### config.mk
export PLATFORM = sky130hd
export DESIGN_NAME = modport_fifo_flat
export DESIGN_NICKNAME = d
export VERILOG_FILES = /design/src/rtl/modport_fifo_if.sv /design/src/rtl/modport_fifo.sv /design/src/flat_wrapper.sv
export SDC_FILE = /design/constraint.sdc
export NUM_CORES = 1
export LEC_CHECK = 0
export CAP_MARGIN = 20
export CORE_MARGIN = 2
export CORE_UTILIZATION = 25
export DETAILED_ROUTE_END_ITERATION = 10
export GPL_TIMING_DRIVEN = 1
export SETUP_SLACK_MARGIN = 0.15
export SYNTH_ARGS = -nofsm -noshare
export SYNTH_HDL_FRONTEND = slang
export SYNTH_SLANG_ARGS = --single-unit
### constraint.sdc
create_clock -name clk -period 4.8 [get_ports clk]
set_input_delay 1.44 -clock clk [delete_from_list [all_inputs] [get_ports clk]]
set_output_delay 1.44 -clock clk [all_outputs]
set_load 0.01 [all_outputs]
### src/rtl/modport_fifo_if.sv
`default_nettype none
// ============================================================================
// Module      : modport_fifo_if
// Description : Handshake bundle for modport_fifo; the master drives requests
//               and the slave (the FIFO) returns data and status.
// Revision    : 1.0 - initial release
// ============================================================================
interface modport_fifo_if #(
    parameter int WIDTH = 8,
    parameter int DEPTH = 16
);
    logic                         wr;
    logic                         rd;
    logic [WIDTH-1:0]             din;
    logic [WIDTH-1:0]             dout;
    logic                         empty;
    logic                         full;
    logic [$clog2(DEPTH+1)-1:0]   count;
    logic                         overflow;
    logic                         underflow;

    modport master (
        output wr,
        output rd,
        output din,
        input  dout,
        input  empty,
        input  full,
        input  count,
        input  overflow,
        input  underflow
    );

    modport slave (
        input  wr,
        input  rd,
        input  din,
        output dout,
        output empty,
        output full,
        output count,
        output overflow,
        output underflow
    );
endinterface
`default_nettype wire

### src/rtl/modport_fifo.sv
`default_nettype none
// ============================================================================
// Module      : modport_fifo
// Description : Synchronous FIFO with registered read data, occupancy count
//               and one-cycle overflow/underflow pulses.
// Revision    : 1.0 - initial release
// ============================================================================
module modport_fifo #(
    parameter int WIDTH = 8,
    parameter int DEPTH = 16
) (
    input  wire           clk,
    input  wire           rst,
    modport_fifo_if.slave bus
);
    localparam int AW = (DEPTH > 2) ? $clog2(DEPTH) : 1;
    localparam int CW = $clog2(DEPTH + 1);

    localparam logic [AW-1:0] c_PTR_LAST = AW'(DEPTH - 1);
    localparam logic [CW-1:0] c_CNT_FULL = CW'(DEPTH);

    logic [WIDTH-1:0] r_mem [DEPTH];
    logic [AW-1:0]    r_wr_ptr;
    logic [AW-1:0]    r_rd_ptr;
    logic [CW-1:0]    r_count;
    logic [WIDTH-1:0] r_dout;
    logic             r_overflow;
    logic             r_underflow;

    logic             w_empty;
    logic             w_full;
    logic             w_rd_ok;
    logic             w_wr_ok;
    logic [AW-1:0]    w_wr_ptr_nxt;
    logic [AW-1:0]    w_rd_ptr_nxt;

    assign w_empty = (r_count == '0);
    assign w_full  = (r_count == c_CNT_FULL);

    // A write into a full FIFO is only legal when the same edge frees a slot.
    assign w_rd_ok = bus.rd && !w_empty;
    assign w_wr_ok = bus.wr && (!w_full || w_rd_ok);

    assign w_wr_ptr_nxt = (r_wr_ptr == c_PTR_LAST) ? '0 : r_wr_ptr + AW'(1);
    assign w_rd_ptr_nxt = (r_rd_ptr == c_PTR_LAST) ? '0 : r_rd_ptr + AW'(1);

    // Storage is deliberately left out of reset; pointers alone define validity.
    always_ff @(posedge clk) begin
        if (!rst && w_wr_ok) begin
            r_mem[r_wr_ptr] <= bus.din;
        end
    end

    always_ff @(posedge clk) begin
        if (rst) begin
            r_wr_ptr    <= '0;
            r_rd_ptr    <= '0;
            r_count     <= '0;
            r_dout      <= '0;
            r_overflow  <= 1'b0;
            r_underflow <= 1'b0;
        end else begin
            if (w_wr_ok) begin
                r_wr_ptr <= w_wr_ptr_nxt;
            end
            if (w_rd_ok) begin
                r_rd_ptr <= w_rd_ptr_nxt;
                r_dout   <= r_mem[r_rd_ptr];
            end
            case ({w_wr_ok, w_rd_ok})
                2'b10:   r_count <= r_count + CW'(1);
                2'b01:   r_count <= r_count - CW'(1);
                default: r_count <= r_count;
            endcase
            r_overflow  <= bus.wr && w_full && !bus.rd;
            r_underflow <= bus.rd && w_empty;
        end
    end

    assign bus.dout      = r_dout;
    assign bus.empty     = w_empty;
    assign bus.full      = w_full;
    assign bus.count     = r_count;
    assign bus.overflow  = r_overflow;
    assign bus.underflow = r_underflow;
endmodule
`default_nettype wire

### src/flat_wrapper.sv
// flat-port wrapper written by rule: the top's interface ports become plain ports
module modport_fifo_flat 
#(
    parameter int WIDTH = 8,
    parameter int DEPTH = 16
)
  (clk, rst, bus_wr, bus_rd, bus_din, bus_dout, bus_empty, bus_full, bus_count, bus_overflow, bus_underflow);
  modport_fifo_if #(.WIDTH(WIDTH), .DEPTH(DEPTH)) bus_i ();
  input  wire clk;
  input  wire rst;
  input wire logic [$bits(bus_i.wr)-1:0] bus_wr;
  input wire logic [$bits(bus_i.rd)-1:0] bus_rd;
  input wire logic [$bits(bus_i.din)-1:0] bus_din;
  output wire logic [$bits(bus_i.dout)-1:0] bus_dout;
  output wire logic [$bits(bus_i.empty)-1:0] bus_empty;
  output wire logic [$bits(bus_i.full)-1:0] bus_full;
  output wire logic [$bits(bus_i.count)-1:0] bus_count;
  output wire logic [$bits(bus_i.overflow)-1:0] bus_overflow;
  output wire logic [$bits(bus_i.underflow)-1:0] bus_underflow;
  assign bus_i.wr = bus_wr;
  assign bus_i.rd = bus_rd;
  assign bus_i.din = bus_din;
  assign bus_dout = bus_i.dout;
  assign bus_empty = bus_i.empty;
  assign bus_full = bus_i.full;
  assign bus_count = bus_i.count;
  assign bus_overflow = bus_i.overflow;
  assign bus_underflow = bus_i.underflow;
  modport_fifo #(.WIDTH(WIDTH), .DEPTH(DEPTH)) u_core (.clk(clk), .rst(rst), .bus(bus_i));
endmodule
==> out/summary.md, run 1 <==
For the cell area after placement, the log shows 6730 sq um. In the routed design, unresolved DRC markers number 0. The flip-flop cell with the highest count after synthesis was edfxtp_1.

0 antenna diodes ended up in the layout. For this configuration, the core starts out at a cell density of 25.2%. The tools report the final-layout worst hold slack as 0.532 ns. After synthesis, the largest family of logic cells by area is multiplexers. Total power density per cell area: 451 nW/um^2. The total vias in the final route was 3278; the share of the synthesized area in the top cell type was 63.2%. Setup violations remaining at the end of the flow were counted as 0.

The total die area is 25600 sq um, and the accumulated negative setup slack is 0 ns. For the summed instance area of the synthesized netlist, the log shows 6080 sq um. The analysis attributes to net switching a power of 798 uW.

At the end of routability-driven placement, the weighted congestion stood at 0.812. The share of the Yosys chip area taken by registers is 70.8%. The H-tree depth is 4. CTS placed an instance of clkbuf_16 at the clock tree root. Counting every instance in the synthesized netlist gives 342. Remaining max-slew budget at the tightest pin: 44.9%. The count of buffers added on input and output ports is 28. By startpoint and endpoint, the worst setup path is classified as flop to output port. Counting along the longest clock path gives a buffer depth of 2. The floorplan has 57 rows. The critical register-to-register path startpoint is u_core.bus.count[1]. From left edge to right edge, the die measures 160 um.

Entering global routing, the biggest net connects 37 pins. Prior to clock tree synthesis, the placed netlist has a worst setup slack of 0.820 ns. The number of maximum-capacitance constraint violations is 0, and the remaining antenna violation count after routing is 0. Data on the critical path is required at its endpoint by 3.36 ns. The run gives 394 as the final-stage net count. The reg-to-reg endpoint was u_core.bus.count[4]. After Yosys synthesis, XOR and XNOR cells account for 0.288% of the synthesized area. For the leftover overflow at the end of global routing, the log shows 0.

Data on the critical path arrives at its endpoint at 2.28 ns. For the first-pass iteration count of the detailed router, the log shows 4. For the area inside the core boundary, the log shows 24100 sq um. The switching fraction of total power is 24.0%. Of all nets on the critical path, the largest fanout is 10. The die is 160 um tall. The tools report the termination of the worst setup path as bus_empty.

After clock tree synthesis, the repair step resized 0 gates. For the number of failing hold endpoints at the final stage, the log shows 0. The count of routing violations after the opening detailed-route iteration came out at 324. The mean number of vias per cell is 4.60, and the achievable frequency is 0.269 GHz. Of the available clock period, the critical path in the final layout requires 77.4%. The tools report the via count of the first global-routing pass as 3373.

The share of the synthesized area in compound gates (AO/OA/AOI/OAI) came out at 4.94%. In this run the worst hold path is classified as flop to flop. The run gives 45.5% as the sequential power share. The run gives 0 as the number of slew-limit violations in the final report. For the hold buffer count at cts, the log shows 0. The tools report the beginning of the critical path as u_core.bus.count[0].

Number of flops mapped to enable cells by yosys: 128. For this design the top-level I/O count stands at 29. Summed over all cells, the static leakage comes to 0.00224 uW. STA classifies the critical path endpoint as an output port. The overall routing resource usage is 10.7%, and the post-route minimum period is 3.72 ns.

After Yosys synthesis, and, or, nand and nor cells account for 5.80% of the synthesized area. For the clock net sink count, the log shows 151. TritonCTS built the clock tree. Cell internal power was estimated by the tool at 2520 uW. Counting distinct cell types in the post-synthesis netlist gives 45. Yosys printed 0 warnings. The clock latency of the later-clocked register in the worst-skew pair is 0.42 ns. The layout-stage area growth over the synthesis result works out to 21.2%. By area the synthesized netlist is led by edfxtp_1 (63%), mux4_2 (12%), dfxtp_1 (7.6%). The cell taking the most area after synthesis is edfxtp_1. After synthesis, the mean cell area works out to 17.8 sq um. Post-CTS timing repair inserted 0 buffers for setup.

Buffers inserted during clock tree synthesis total 17. Power consumption: 3320 uW. The post-route netlist has 19.8% of its cells at a drive strength greater than 1.

The finished cells cover 7370 sq um. Summed over all layers, the routed wires come to 13000 um. The portion of total power attributed to combinational logic came out at 11.5%.

Dividing the detail-routed wire length by the instance count gives 18.2 um. The logs give 0.00914 ns for the setup skew after layout and 1.08 ns for the worst setup slack after layout. The post-synthesis share of cell area spent on full adders, half adders and majority gates was 1.24%; the clock group share of total power was 43.0%. Synthesized netlist net count: 360. Post-synthesis mux area share: 15.0%.

The tools report the highest ir drop seen on vdd as 0.169 mV. The initial antenna violation count was 0; the clock-pin transition on the worst setup and hold timing paths was 0.06 ns. Setup slack of the worst register-to-register path: 2.11 ns. Synthesis inferred 151 register bits. Setup repair after global routing left no endpoint under its margin.

Counting cells, the worst reg-to-reg path comes to 7. The critical path launch point type was a flop. The post-synthesis async set-or-reset flop share was 0%; the wire length of the first global-routing pass was 19900 um. For the pin with the worst max-slew slack, the measured transition is 0.824 ns.

The flow ran to the end, and the final reports show no timing, DRC or antenna violations. The HPWL after detailed placement is 8300 um.
## sequential cells by signal, indices dropped and copies added (netlist names)
register	cells
u_core.bus.dout	8
u_core.r_rd_ptr	4
u_core.r_mem	128
u_core.bus.overflow	1
u_core.bus.underflow	1
u_core.bus.count	5
u_core.r_wr_ptr	4
## worst min-delay path by stage
stage                         end  cells after the start               start  slack [ns]
4_1_cts        u_core.r_wr_ptr[0]                      2  u_core.r_wr_ptr[0]        0.54
6_report       u_core.bus.dout[1]                      2  u_core.bus.dout[1]        0.53
5_1_grt        u_core.bus.dout[7]                      2  u_core.bus.dout[7]        0.57
3_5_place_dp   u_core.bus.dout[1]                      2  u_core.bus.dout[1]        0.52
3_3_place_gp   u_core.r_wr_ptr[0]                      2  u_core.r_wr_ptr[0]        0.51
2_1_floorplan  u_core.r_wr_ptr[0]                      2  u_core.r_wr_ptr[0]        0.49
## power groups by stage
| stage | Clock, uW | Sequential [uW] | Combinational, uW |
|---|---|---|---|
| after global placement | 0 | 1530 | 371 |
| after CTS | 1450 | 1510 | 385 |
| after floorplan | 0 | 1520 | 247 |
| after detailed placement | 0 | 1540 | 384 |
| after global routing | 1520 | 1520 | 413 |
| final | 1430 | 1510 | 382 |
## area by class of cell
type | instances | area [sq um]
inverters | 4 | 15.0
fillers | 2386 | 16700
clock inverters | 15 | 215
clock buffers | 17 | 425
well taps | 324 | 405
flip-flops and latches | 151 | 4310
repair buffers | 36 | 340
multi-input cells | 166 | 1660
## layout by cell type, fill, tap and decap left out, drive strengths merged, types with 2 or more instances in the layout
cell type      synthesis  routed
buf                   10       8
xor2                   2       2
bufinv                 0       4
nand3b                 9       9
clkinvlp               0       4
inv                    4       9
a41oi                  2       2
edfxtp               128     128
nand2b                 5       5
dfxtp                 23      23
clkdlybuf4s50          0      28
mux2                   2       2
o221ai                 8       8
nand2                 13      13
a21oi                  8       8
mux2i                 17      17
ha                     6       6
o211ai                 4       4
o21ai                  4       4
clkinv                 0       2
nor2                  19      19
or3                    3       3
clkbuf                11      17
nor4                   2       2
mux4                  32      32
nor3                   7       7
nand3                  3       3
nor2b                  2       2
a21o                   2       2
or4                    2       2
## cell usage after synthesis (all sizes together), types with 3 or more instances
library cell,instances
edfxtp,128
mux4,32
dfxtp,23
nor2,19
mux2i,17
nand2,13
clkbuf,11
buf,10
nand3b,9
a21oi,8
o221ai,8
nor3,7
ha,6
nand2b,5
inv,4
o211ai,4
o21ai,4
nand3,3
or3,3
## cells by family (layout without fill, tap and decap cells)
logic type / after synthesis / in the layout
simple gates: 68 / 68
buf+inv: 25 / 72
flops: 151 / 151
compound gates: 39 / 39
mux: 51 / 51
fa+ha+maj: 6 / 6
xor+xnor: 2 / 2
## metrics by stage
step                utilization [%]  cells
finish                         30.6    713
global route                   30.6    713
CTS                            30.6    713
detailed placement             27.9    681
global placement               27.9    681
floorplan                         -    342
## routing by layer
| metal | share of wire (%) | vias up | global-route usage (%) |
|---|---|---|---|
| met5 | 0 | - | 0 |
| met2 | 47 | 109 | 16.5 |
| met3 | 8.1 | 10 | 3.25 |
| li1 | - | 1458 | - |
| met4 | 1.0 | 0 | 3.81 |
| met1 | 44 | 1701 | 14.2 |
## critical path, cell delays in order (launching register included)
cell	delay, ns
dfxtp_1	0.40
or4_1	0.76
nor2_1	0.15
clkdlybuf4s50_1	0.55
Power figures use the tool's default switching activity.
==> run 2: changes to the inputs <==
==> constraint.sdc (replaced) <==
create_clock -name clk -period 3.2 [get_ports clk]
set_input_delay 0.96 -clock clk [delete_from_list [all_inputs] [get_ports clk]]
set_output_delay 0.96 -clock clk [all_outputs]
set_load 0.01 [all_outputs]
==> out/summary.md, run 2 (synthesis gave the netlist of run 1 again) <==
The path with the worst hold slack has its endpoint at u_core.bus.count[1]. Clock latency of the later-clocked register in the worst-skew pair: 0.42 ns. The top cell types in the final layout, fill and taps aside, are edfxtp_1 (128), mux4_2 (32), clkdlybuf4s50_1 (28). Along the worst path, the maximum fanout reaches 10. The logs give 10.3% for the overall routing resource usage and 0 for the number of slew-limit violations in the final report. No sink is reached through more buffers than the 2 on the longest clock path. The library cell used most frequently in the layout, excluding fill and tap cells, is edfxtp_1. The routed length per placed instance was 16.8 um; the arrival time of data at the critical path endpoint was 2.00 ns. The largest individual stage delay along the critical path comes from the cell or4_1. The tightest min-delay check is of the flop to flop type.

For the worst flop-to-flop path, the logic depth is 8. TritonCTS built the clock tree. The cell count of the worst hold path came out at 2. The delay contributed by the slowest stage of the critical path was 0.56 ns; the switching fraction of total power was 24.8%.

The logs give 25.2% for the effective utilization at floorplan and 7900 um for the half-perimeter wire length of the detailed placement result. Max-cap violations in this run came to 0. In the routed design, unresolved DRC markers number 0.

Setup repair after global routing left no endpoint under its margin. The highest ir drop seen on vdd came out at 0.298 mV. TritonCTS created 17 clock buffers. Entering global routing, the biggest net connects 37 pins.

The setup slack of the worst register-to-register path came out at 0.85 ns. Buffers placed on the I/O ports in this run total 28. In this run the standard cell core region covers 24100 sq um. Internal power comes to 3560 uW. The logs give 0.00230 uW for the leakage power figure and 218 for the count of routing violations after the opening detailed-route iteration. From left edge to right edge, the die measures 160 um.

The number of flip-flops in the largest register is 128, and the portion of total power attributed to combinational logic is 12.5%. In this run the worst setup path begins at u_core.bus.count[0]. The startpoint identified for the worst hold timing path is u_core.bus.count[1].

The number of antenna diodes in the final layout is 0. The logs give 0 ns for the accumulated negative setup slack and 29 for the number of top-level design ports. The run gives 151 as the clock net sink count. The area growth from synthesis to layout is 22.0%. Counting the fill cells in the layout gives 2404. The wire length of the first global-routing pass was 19600 um.

For this run, the detailed router's first-pass iteration total came to 6. Routability-driven placement finished with a final weighted congestion of 0.805. On the final layout, the worst hold slack is 0.548 ns.

After floorplanning, the core was divided into 57 placement rows. For this run, the top clock speed supported by timing is 0.338 GHz. The worst path required time is 2.24 ns.

The final-stage net count was 412. Across the whole layout, storage elements account for 4310 sq um. The flow ran to the end, and the final reports show no timing, DRC or antenna violations. Remaining antenna violation count after routing: 0.

Type of the worst setup path: flop to output port. The endpoint identified for the worst register-to-register timing path is u_core.bus.count[4]. The actual slew at the worst max-slew pin was 0.700 ns; the clock group share of total power was 39.5%. After layout, the minimum clock period comes to 2.96 ns.

After detailed routing, the number of vias per cell comes to 4.41. The worst pin sits at a relative slew slack of 53.3%. The total die area was 25600 sq um; the final clock period utilization by the worst path was 92.4%.

The critical path launch point type was a flop. After clock tree synthesis, the clock-pin slew on the worst setup and hold paths is 0.06 ns. Summed over all layers, the global routing overflow is 0. H-tree depth: 4. STA classifies the critical path endpoint as an output port. The sequential power share was 48.0%; the initial antenna violation count was 0. The layout cell share with drive strength beyond 1 works out to 23.1%. The worst register-to-register path begins at u_core.bus.count[0].

The via count of the first global-routing pass was 3468. Between clock sinks in the finished design, the worst skew comes to 0.00769 ns. The analysis attributes to net switching a power of 1170 uW. The logs give 0 for the number of failing hold endpoints at the final stage and 3225 for the total vias in the final route.

Summing all multi-input logic gate instances after layout gives 1660 sq um. Traced cell by cell, the critical path runs through or4_1 > nor2_1 > clkdlybuf4s50_1. The tree is rooted in a clkbuf_16. The tools report the setup violation total in the final timing report as 0. The total power density per cell area works out to 638 nW/um^2.

More flip-flops sit in one register than any other, and that register is u_core.r_mem. The floorplan step set the die height to 160 um. In this run the post-CTS setup repair buffer count came out at 0.

The routed design has 12300 um of wire.
## run 2: cell types whose count changed in the layout (fill, tap and decap cells not counted), sizes merged
cell	change
buf	+18
clkinv	+4
bufinv	-3
clkinvlp	-2
clkbuf	+1
## run 2: final cells by class
| cell class | instances | area share [%] |
|---|---|---|
| flip-flops and latches | 151 | 58.1 |
| multi-input cells | 166 | 22.4 |
| repair buffers | 54 | 6.41 |
| clock buffers | 18 | 5.79 |
| well taps | 324 | 5.47 |
| clock inverters | 14 | 1.65 |
| inverters | 4 | 0.202 |
## run 2: power groups by stage
stage	Clock [uW]	Sequential [uW]	Combinational, uW
detailed placement	0	2310	594
global route	2000	2280	645
global placement	0	2300	583
floorplan	0	2280	371
finish	1870	2270	591
CTS	1910	2270	598
## run 2: through the flow
step                utilization (%)  area [sq um]  instances  power (uW)  setup slack [ns]
global route                   30.8          7410        731        4930             0.157
CTS                            30.7          7410        731        4780             0.165
floorplan                         -          6080        342        2650             0.325
global placement               28.5          6860        699        2890             0.143
finish                         30.8          7410        731        4730             0.242
detailed placement             28.5          6860        699        2900            0.0102
## run 2: worst max-delay path, delay by kind of cell (launching register included)
family	cells	cell delay, ns
AND/OR/NAND/NOR	2	0.67
buffers and inverters	1	0.54
flip-flops	1	0.37
## run 2: metal layers
layer  vias up  wire, um  global-route usage, %  share of wire [%]
li1       1487         -                      -                  -
met1      1630      5520                   13.1                 45
met2        92      5730                   15.9                 47
met3        16       852                   4.47                6.9
met4         0       192                   2.78                1.6
met5         -         0                      0                  0
## run 2: worst max path at each step
stage / depth (start not counted) / slack, ns / endpoint
after global placement: 8 / 0.14 / u_core.bus.count[4]
after floorplan: 8 / 0.33 / u_core.bus.count[4]
after detailed placement: 8 / 0.01 / u_core.bus.count[4]
after global routing: 3 / 0.16 / bus_empty
final: 3 / 0.24 / bus_empty
after CTS: 3 / 0.17 / bus_empty
## run 2: timing repair
item                                    4_1_cts  5_1_grt
hold buffers                                  0        0
gates resized for setup                       0        2
endpoints found under the setup margin        0        2
